[config.mk]
export PLATFORM = sky130hd
export DESIGN_NAME = scene_painter
export DESIGN_NICKNAME = d
export VERILOG_FILES = /design/src/rtl/scene_painter_pkg.sv /design/src/rtl/scene_painter_raster_cnt.sv /design/src/rtl/scene_painter.sv
export SDC_FILE = /design/constraint.sdc
export NUM_CORES = 1
export LEC_CHECK = 0
export BUFFER_PORTS_ARGS = -buffer_cell sky130_fd_sc_hd__clkbuf_2
export CAP_MARGIN = 15
export CORE_MARGIN = 2
export CORE_UTILIZATION = 25
export DETAILED_ROUTE_END_ITERATION = 12
export PLACE_DENSITY_LB_ADDON = 0.25
export SLEW_MARGIN = 40
export SYNTH_ARGS = -nofsm -noshare
export SYNTH_HDL_FRONTEND = slang
export SYNTH_HIERARCHICAL = 1
export SYNTH_SLANG_ARGS = --single-unit
[constraint.sdc]
create_clock -name dclk -period 6.1 [get_ports dclk]
set_input_delay 0.305 -clock dclk [delete_from_list [all_inputs] [get_ports dclk]]
set_output_delay 0.305 -clock dclk [all_outputs]
set_load 0.05 [all_outputs]
[src/rtl/scene_painter_pkg.sv]
// Shared constants, payload types and per-cell colour selection for scene_painter.
// Optional shadow row under the bottle is built only when PAINT_SHADOW_EN is defined.
package scene_painter_pkg;

  localparam int unsigned WIDTH     = 640;
  localparam int unsigned PX_WIDTH  = WIDTH >> 2;
  localparam int unsigned PX_HEIGHT = 120;
  localparam int unsigned BOTTLE_W  = 4;
  localparam int unsigned BOTTLE_H  = 10;

  localparam int unsigned XW = 8;
  localparam int unsigned YW = 7;
  localparam int unsigned AW = 16;
  localparam int unsigned CW = 3;
  localparam int unsigned SW = 9;

  localparam logic [CW-1:0] CODE_BG     = CW'(0);
  localparam logic [CW-1:0] CODE_BOTTLE = CW'(1);
  localparam logic [CW-1:0] CODE_PLAT   = CW'(2);
  localparam logic [CW-1:0] CODE_SHADOW = CW'(6);

  typedef enum logic [1:0] {
    ST_IDLE,
    ST_PAINT,
    ST_FINISH
  } paint_state_e;

  typedef struct packed {
    logic [XW-1:0] bottle_x;
    logic [YW-1:0] bottle_y;
    logic [XW-1:0] plat0_x;
    logic [XW-1:0] plat0_w;
    logic [XW-1:0] plat1_x;
    logic [XW-1:0] plat1_w;
    logic [YW-1:0] plat_y;
  } scene_t;

  // Half-open interval test; 9-bit operands keep lo+len from wrapping.
  function automatic logic in_span(logic [SW-1:0] v, logic [SW-1:0] lo, logic [SW-1:0] len);
    return (v >= lo) && (v < lo + len);
  endfunction

  function automatic logic [CW-1:0] cell_code(scene_t s, logic [XW-1:0] x, logic [YW-1:0] y);
    logic [SW-1:0] xs;
    logic [SW-1:0] ys;
    logic          in_bx;
    logic          in_by;
    logic          in_plat;
    logic [CW-1:0] code;
    xs      = SW'(x);
    ys      = SW'(y);
    in_bx   = in_span(xs, SW'(s.bottle_x), SW'(BOTTLE_W));
    in_by   = in_span(ys, SW'(s.bottle_y), SW'(BOTTLE_H));
    in_plat = (ys >= SW'(s.plat_y)) &&
              (in_span(xs, SW'(s.plat0_x), SW'(s.plat0_w)) ||
               in_span(xs, SW'(s.plat1_x), SW'(s.plat1_w)));
    if (in_bx && in_by) begin
      code = CODE_BOTTLE;
    end else if (in_plat) begin
      code = CODE_PLAT;
    end else begin
      code = CODE_BG;
    end
`ifdef PAINT_SHADOW_EN
    if ((code == CODE_BG) && in_bx && (ys == SW'(s.bottle_y) + SW'(BOTTLE_H))) begin
      code = CODE_SHADOW;
    end
`endif
    return code;
  endfunction

endpackage

[src/rtl/scene_painter_raster_cnt.sv]
// Row-major x/y raster counter with a running linear address (adds only, no multiply).
module paint_raster_cnt
  import scene_painter_pkg::*;
(
  input  logic          dclk,
  input  logic          clr,
  input  logic          adv,
  output logic [XW-1:0] x,
  output logic [YW-1:0] y,
  output logic [AW-1:0] addr
);

  logic [XW-1:0] x_q, x_d;
  logic [YW-1:0] y_q, y_d;
  logic [AW-1:0] addr_q, addr_d;

  // Wraps to the origin after the last cell so the next frame starts at 0.
  always_comb begin
    x_d    = x_q;
    y_d    = y_q;
    addr_d = addr_q;
    if (adv) begin
      if (x_q == XW'(PX_WIDTH - 1)) begin
        x_d = '0;
        if (y_q == YW'(PX_HEIGHT - 1)) begin
          y_d    = '0;
          addr_d = '0;
        end else begin
          y_d    = y_q + YW'(1);
          addr_d = addr_q + AW'(1);
        end
      end else begin
        x_d    = x_q + XW'(1);
        addr_d = addr_q + AW'(1);
      end
    end
  end

  always_ff @(posedge dclk or posedge clr) begin
    if (clr) begin
      x_q    <= '0;
      y_q    <= '0;
      addr_q <= '0;
    end else begin
      x_q    <= x_d;
      y_q    <= y_d;
      addr_q <= addr_d;
    end
  end

  assign x    = x_q;
  assign y    = y_q;
  assign addr = addr_q;

endmodule

[src/rtl/scene_painter.sv]
// Repaints a 160x120 cell frame (bottle over two platforms) into frame memory, one cell per clock.
// Define PAINT_SHADOW_EN to paint a shadow row directly beneath the bottle.
module scene_painter
  import scene_painter_pkg::*;
(
  input  logic          dclk,
  input  logic          clr,
  input  logic          start,
  input  logic [7:0]    bottle_x,
  input  logic [6:0]    bottle_y,
  input  logic [7:0]    plat0_x,
  input  logic [7:0]    plat0_w,
  input  logic [7:0]    plat1_x,
  input  logic [7:0]    plat1_w,
  input  logic [6:0]    plat_y,
  output logic [15:0]   wmemaddr,
  output logic [2:0]    wmemdata,
  output logic          wmem_we,
  output logic          busy,
  output logic          done
);

  paint_state_e  state_q, state_d;
  scene_t        scene_q, scene_d;
  scene_t        scene_live_c;
  scene_t        scene_eff_c;
  logic [AW-1:0] wmemaddr_q, wmemaddr_d;
  logic [CW-1:0] wmemdata_q, wmemdata_d;
  logic          wmem_we_q, wmem_we_d;
  logic          busy_q, busy_d;
  logic          done_q, done_d;
  logic          adv_c;
  logic [CW-1:0] code_c;
  logic [XW-1:0] cnt_x;
  logic [YW-1:0] cnt_y;
  logic [AW-1:0] cnt_addr;

  paint_raster_cnt u_raster (
    .dclk (dclk),
    .clr  (clr),
    .adv  (adv_c),
    .x    (cnt_x),
    .y    (cnt_y),
    .addr (cnt_addr)
  );

  always_comb begin
    scene_live_c.bottle_x = bottle_x;
    scene_live_c.bottle_y = bottle_y;
    scene_live_c.plat0_x  = plat0_x;
    scene_live_c.plat0_w  = plat0_w;
    scene_live_c.plat1_x  = plat1_x;
    scene_live_c.plat1_w  = plat1_w;
    scene_live_c.plat_y   = plat_y;
  end

  // Cell 0 is emitted on the start edge itself, before the latched copy exists.
  assign scene_eff_c = (state_q == ST_IDLE) ? scene_live_c : scene_q;
  assign code_c      = cell_code(scene_eff_c, cnt_x, cnt_y);

  // Counter points at the next cell to emit; returning to 0 in PAINT means the frame is out.
  always_comb begin
    state_d    = state_q;
    scene_d    = scene_q;
    wmemaddr_d = '0;
    wmemdata_d = '0;
    wmem_we_d  = 1'b0;
    busy_d     = busy_q;
    done_d     = 1'b0;
    adv_c      = 1'b0;
    case (state_q)
      ST_IDLE: begin
        busy_d = 1'b0;
        if (start) begin
          state_d    = ST_PAINT;
          scene_d    = scene_live_c;
          busy_d     = 1'b1;
          wmem_we_d  = 1'b1;
          wmemaddr_d = cnt_addr;
          wmemdata_d = code_c;
          adv_c      = 1'b1;
        end
      end
      ST_PAINT: begin
        busy_d = 1'b1;
        if (cnt_addr == '0) begin
          state_d = ST_FINISH;
          done_d  = 1'b1;
        end else begin
          wmem_we_d  = 1'b1;
          wmemaddr_d = cnt_addr;
          wmemdata_d = code_c;
          adv_c      = 1'b1;
        end
      end
      ST_FINISH: begin
        state_d = ST_IDLE;
        busy_d  = 1'b0;
      end
      default: begin
        state_d = ST_IDLE;
        busy_d  = 1'b0;
      end
    endcase
  end

  always_ff @(posedge dclk or posedge clr) begin
    if (clr) begin
      state_q    <= ST_IDLE;
      scene_q    <= '0;
      wmemaddr_q <= '0;
      wmemdata_q <= '0;
      wmem_we_q  <= 1'b0;
      busy_q     <= 1'b0;
      done_q     <= 1'b0;
    end else begin
      state_q    <= state_d;
      scene_q    <= scene_d;
      wmemaddr_q <= wmemaddr_d;
      wmemdata_q <= wmemdata_d;
      wmem_we_q  <= wmem_we_d;
      busy_q     <= busy_d;
      done_q     <= done_d;
    end
  end

  assign wmemaddr = wmemaddr_q;
  assign wmemdata = wmemdata_q;
  assign wmem_we  = wmem_we_q;
  assign busy     = busy_q;
  assign done     = done_q;

endmodule

* Word-level counts from Yosys, hierarchy flattened
Index checks and enable logic that the tools add are counted.
** Storage, ports and cells
- Register bits after elaboration :: 109
- Output and inout bits :: 22
- Logic and storage cells :: 71
- Input bits :: 57
** Cells by class
- Reductions and logical operators :: 12
- Multiplexer cells :: 22
- Add/sub/neg operators :: 7
- Order comparisons :: 9
- Eq/ne operators :: 5
** Operators with widths (count)
- two-way mux 16 bit :: 4
- two-way mux 54 bit :: 1
- case mux 16 bit (2 select lines) :: 1
- less-than comparator 8 x 9 -> 1 bit :: 3
- >= comparator 8 bit :: 3
- adder 8 x 8 -> 9 bit :: 2
- adder 16 x 1 -> 16 bit (second input constant) :: 1
- logical NOT 16 bit :: 1
- >= comparator 7 bit :: 2
- two-way mux 2 bit :: 6
- adder 8 x 3 -> 9 bit (second input constant) :: 1
- adder 7 x 4 -> 8 bit (second input constant) :: 1
- adder 8 x 1 -> 8 bit (second input constant) :: 1
- == test 8 bit (second input constant) :: 1
- less-than comparator 7 x 8 -> 1 bit :: 1
- two-way mux 8 bit :: 1
- case mux 2 bit (2 select lines) :: 2
- adder 7 x 1 -> 7 bit (second input constant) :: 1
- == test 7 bit (second input constant) :: 1
- two-way mux 7 bit :: 1
- logical AND 1 bit :: 6
- AND reduction 2 bit :: 3
- two-way mux 1 bit :: 4
- inequality test 2 bit (second input constant) :: 2
- 4 further kinds :: 5

* Depth between registers and ports, before layout
- Depth in word-level cells :: 11
- Mapped depth :: 19
- Depth with buffers taken out :: 16

* Cells and area by module
Netlist, hierarchy kept.
** By module, submodules not included
- scene_painter :: instances 1, seq. area each 1926.8 µm², area an instance 5708.0 µm², cells each 527
- paint_raster_cnt :: instances 1, seq. area each 775.7 µm², area an instance 1539.0 µm², cells each 153

* Worst setup path after synthesis
Ideal clock, no wire load.
- Path type :: register -> register
- From :: reg state_q[0]
- To :: reg wmemdata_q[1], in the netlist wmemdata[1]
- Library setup time :: 67 ps
- Data arrival time :: 4421 ps
- Setup slack :: 1612 ps
- Stages on the path, launching flop included :: 20
- Required time :: 6033 ps
- Clock period less this slack :: 4488 ps
- Buffers on the path :: 3
- Path through :: dfrtp_1 > nor2_1 > buf_2 > buf_4 > buf_1 > mux2_2 > ha_1 > a21o_1 > maj3_1 > mux2i_1 > nor3_1 > a211oi_1 > xor2_1 > ha_1 > a211oi_1 > o21ai_0 > a21oi_1 > nor2_1 > a32oi_1 > o2111a_1
** Between the ends
- Word-level cells in the longest chain between the ends :: 11
- Elaborated cells between the ends (all ways) :: 28
- Classes of those cells :: add/sub (4); order compare (9); eq/ne (1); mux (6); reduce/logical (8)
** Ends and longest elaborated chain
- start: declaration :: RTL line scene_painter.sv:23 : paint_state_e state_q, state_d;
- start signal: assignment :: RTL line scene_painter.sv:117 : state_q <= state_d;
- logical NOT 2 bit :: RTL line scene_painter.sv:58, scene_painter.sv:71
- two-way mux 54 bit :: RTL line scene_painter.sv:58 : assign scene_eff_c = (state_q == ST_IDLE) ? scene_live_c : scene_q;
- adder 8 x 8 -> 9 bit :: RTL line scene_painter_pkg.sv:40 : return (v >= lo) && (v < lo + len);
- less-than comparator 8 x 9 -> 1 bit :: RTL line scene_painter_pkg.sv:40
- logical AND 1 bit :: RTL line scene_painter_pkg.sv:40
- logical OR 1 bit :: RTL line scene_painter_pkg.sv:55 : (in_span(xs, SW'(s.plat0_x), SW'(s.plat0_w)) ||
- logical AND 1 bit :: RTL line scene_painter_pkg.sv:54 : in_plat = (ys >= SW'(s.plat_y)) &&
- two-way mux 2 bit :: RTL line scene_painter_pkg.sv:59 : end else if (in_plat) begin
- two-way mux 2 bit :: RTL line scene_painter_pkg.sv:57 : if (in_bx && in_by) begin
- two-way mux 2 bit, on equally long branches :: RTL line scene_painter.sv:86, scene_painter.sv:74
- case mux 2 bit (2 select lines) (*) :: RTL line scene_painter.sv:71 : case (state_q)
- via wmemdata_d[1] :: RTL line scene_painter.sv:28 : logic [CW-1:0] wmemdata_q, wmemdata_d;
- end signal: assignment :: RTL line scene_painter.sv:120 : wmemdata_q <= wmemdata_d;
- end: declaration :: RTL line scene_painter.sv:28
The timed path passes the listed nets; every way through them passes the cells marked *.
A chain may end at the register's enable or synchronous reset.

* Worst setup path after layout
- From :: reg state_q[1]
- To :: reg wmemdata_q[1], in the netlist wmemdata[1]
The elaborated chain is that of the path after synthesis.

==> impl_metrics.json <==
{
  "holdWs_ps": -12.0,
  "die-width_um": 174,
  "post_cts_buffers": 0,
  "drv_cap": 0,
  "wire_per_inst_um": 15.1,
  "antennaDiodeCount": 0,
  "drc_errors": 0,
  "die_y_um": 174,
  "cp.required_ps": 6400,
  "core_area_um2": 28600,
  "row_count": 62,
  "slew_headroom_pct": 51.3,
  "synth_nets": 814,
  "setup_violations": 0,
  "worstHoldPathType": "in2async",
  "ant_nets": 0,
  "switchingPower_mw": 1.51,
  "cts.clk_slew.worst_paths_ps": 80,
  "cts_sinks": 108,
  "post-route-min-period_ps": 4180,
  "ys_seq_area_share_pct": 37.3,
  "finalInstanceArea_um2": 8350,
  "rsz0062_at_grt": "false",
  "cp.arrival_ps": 4480,
  "pre_cts_ws_ps": 1930,
  "final_common_cell": "dfrtp_1",
  "syn_inst": 680,
  "start_util_pct": 25.3,
  "synth_flop_cell": "dfrtp_1",
  "status": "finished with violations",
  "powerDensity_nw_per_um2": 435,
  "maxSlewViolCount": 0,
  "root_buffer": "clkbuf_16",
  "drive_gt1_share_pct": 25.2,
  "vdd_drop_max_v": 0.000183,
  "io_pins": 79,
  "timing.final.crit_share_pct": 68.5,
  "routabilityCongestion": 0.788,
  "setup_slack_ps": 1920,
  "fmax_mhz": 239,
  "final_cell_mix": "108 x dfrtp_1, 81 x mux2_2, 77 x clkbuf_2, 75 x ha_1, 37 x nor2_1",
  "p_seq_share_pct": 32.3,
  "grt_overflow": 0,
  "portBuffers": 77,
  "area_growth_pct": 15.3,
  "drtIter0Drc": 287,
  "cts_max_path_buffers": 2,
  "clk_latency_ps": 370,
  "synth_cell_types": 62,
  "vias": 5163,
  "hpwl_um": 12900,
  "internal_power_mw": 2.12,
  "syn_area_per_cell_um2": 10.7,
  "cts_buffers": 9,
  "vias_per_cell": 4.52,
  "violations": "hold timing",
  "clock_skew_ps": 10.9,
  "ys_warn_count": 6,
  "finalSetupTns_ps": 0,
  "routed_wl_um": 17200,
  "yosysTopAreaCellShare_pct": 37.3,
  "grt_max_degree": 55,
  "synth_top_cell_by_area": "dfrtp_1",
  "dpl_cell_area_um2": 8070,
  "critical_path_class": "reg2reg",
  "nets": 887,
  "crit_fanout": 30,
  "power_frac_comb_pct": 51.5,
  "antenna_found_initial": 0,
  "async_reset_ff_share_pct": 100,
  "die-area_um2": 30400,
  "syn_area_um2": 7250,
  "sw_frac_of_total_pct": 41.6,
  "first_global_vias": 5209,
  "cts_resized": 0,
  "p_total_mw": 3.63,
  "hold_violations": 15,
  "firstDrtPassIters": 5,
  "cp-start-kind": "register",
  "end_kind": "register",
  "cts_tree": "built",
  "cts_max_level": 3,
  "clkPwrFrac_pct": 16.2,
  "grt_pass1_wl_um": 28300,
  "grt_util_all_layers_pct": 11.8,
  "synthTopCellsByArea": "dfrtp_1 37%, ha_1 13%, mux2_2 13%",
  "synth-edff-count": 0,
  "synth-seq-cells": 108,
  "worst_pin_slew_ps": 731,
  "p_leak_nw": 3.79,
  "cts_hold_buf": 0
}
[registers in the layout (all words and copies together), names as in the netlist]
| signal | cells |
|---|---|
| scene_q | 54 |
| u_raster/y | 7 |
| wmemdata | 2 |
| state_q | 2 |
| u_raster/addr | 16 |
| busy | 1 |
| done | 1 |
| wmem_we | 1 |
| u_raster/x | 8 |
| wmemaddr | 16 |
[per-layer routing]
metal	vias to the layer above	part of all wire [%]	global-route usage, %
met2	77	46	19.1
met5	-	0	0
met4	0	1.3	3.36
met1	2484	50	16.1
li1	2591	-	-
met3	11	2.8	1.97
[synth_stat cells, drive strengths merged, types with 3 or more instances]
| cell type | count |
|---|---|
| dfrtp | 108 |
| mux2 | 83 |
| ha | 75 |
| nor2 | 38 |
| inv | 33 |
| xnor2 | 33 |
| mux2i | 32 |
| a21oi | 31 |
| nand2 | 27 |
| xor2 | 24 |
| nor2b | 23 |
| o21ai | 18 |
| nand3 | 14 |
| nand4 | 12 |
| clkbuf | 11 |
| a21o | 10 |
| buf | 10 |
| nor3 | 10 |
| o21a | 9 |
| nand2b | 8 |
| maj3 | 7 |
| nor4 | 7 |
| a211oi | 6 |
| o31ai | 6 |
| and2 | 4 |
| o211ai | 4 |
| and4 | 3 |
| o2111ai | 3 |
| or3 | 3 |
[critical path, cell delays in order (launching register included)]
cell and delay (ps):
dfrtp_1 480, or2_1 300, buf_4 430, mux2i_1 380
inv_1 80, ha_1 320, a21boi_1 140, a311oi_1 380
xor2_1 190, ha_1 260, a21o_1 160, a2111oi_0 380
a21oi_1 140, a221oi_2 270, o2111a_1 220
[power groups by stage]
stage,clock (mW),combinational (mW),sequential (mW)
finish,0.590,1.87,1.17
global route,0.647,2.14,1.21
CTS,0.619,1.90,1.18
detailed placement,0,1.89,1.19
global placement,0,1.86,1.19
floorplan,0,1.41,1.19
[through the flow]
step           hold slack, ps  instances  utilization, %
3_5_place_dp              461       1126            28.2
6_report                -12.0       1142            29.2
4_1_cts                  53.6       1142            29.2
5_1_grt                  39.7       1142            29.2
2_1_floorplan             409        680               -
3_3_place_gp              461       1126            28.2
[path summary, 6_finish.rpt]
path | startpoint | endpoint | slack [ps] | cells past startpoint
hold reg to reg | scene_q[0] | scene_q[0] | 510 | 1
setup reg to reg | state_q[1] | wmemdata[1] | 1920 | 14
setup / recovery | state_q[1] | wmemdata[1] | 1920 | 14
min in group dclk | plat_y[0] | scene_q[0] | 180 | 2
hold / removal | clr | scene_q[5] | -10 | 2
max in group asynchronous | clr | scene_q[21] | 5160 | 3
[layout make-up]
type,instances,area (um^2)
Sequential cell,108,2700
Fill cell,2997,20300
Timing Repair Buffer,83,430
Clock inverter,6,46.3
Clock buffer,10,239
Tap cell,384,480
Inverter,33,126
Multi-Input combinational cell,518,4330
[cells by family after synthesis]
logic type                 count (synthesis)  share of synthesized area (%)
muxes                                    115                           17.4
DFF                                      108                           37.3
other                                      1                         0.0517
and+or+nand+nor                          158                           11.4
buffers and inverters                     54                           3.09
adders and majority gates                 84                           14.5
xor gates and xnor gates                  57                           6.89
AOI/OAI and AO/OA                        103                           9.43
(Power assumes the default switching activity.)
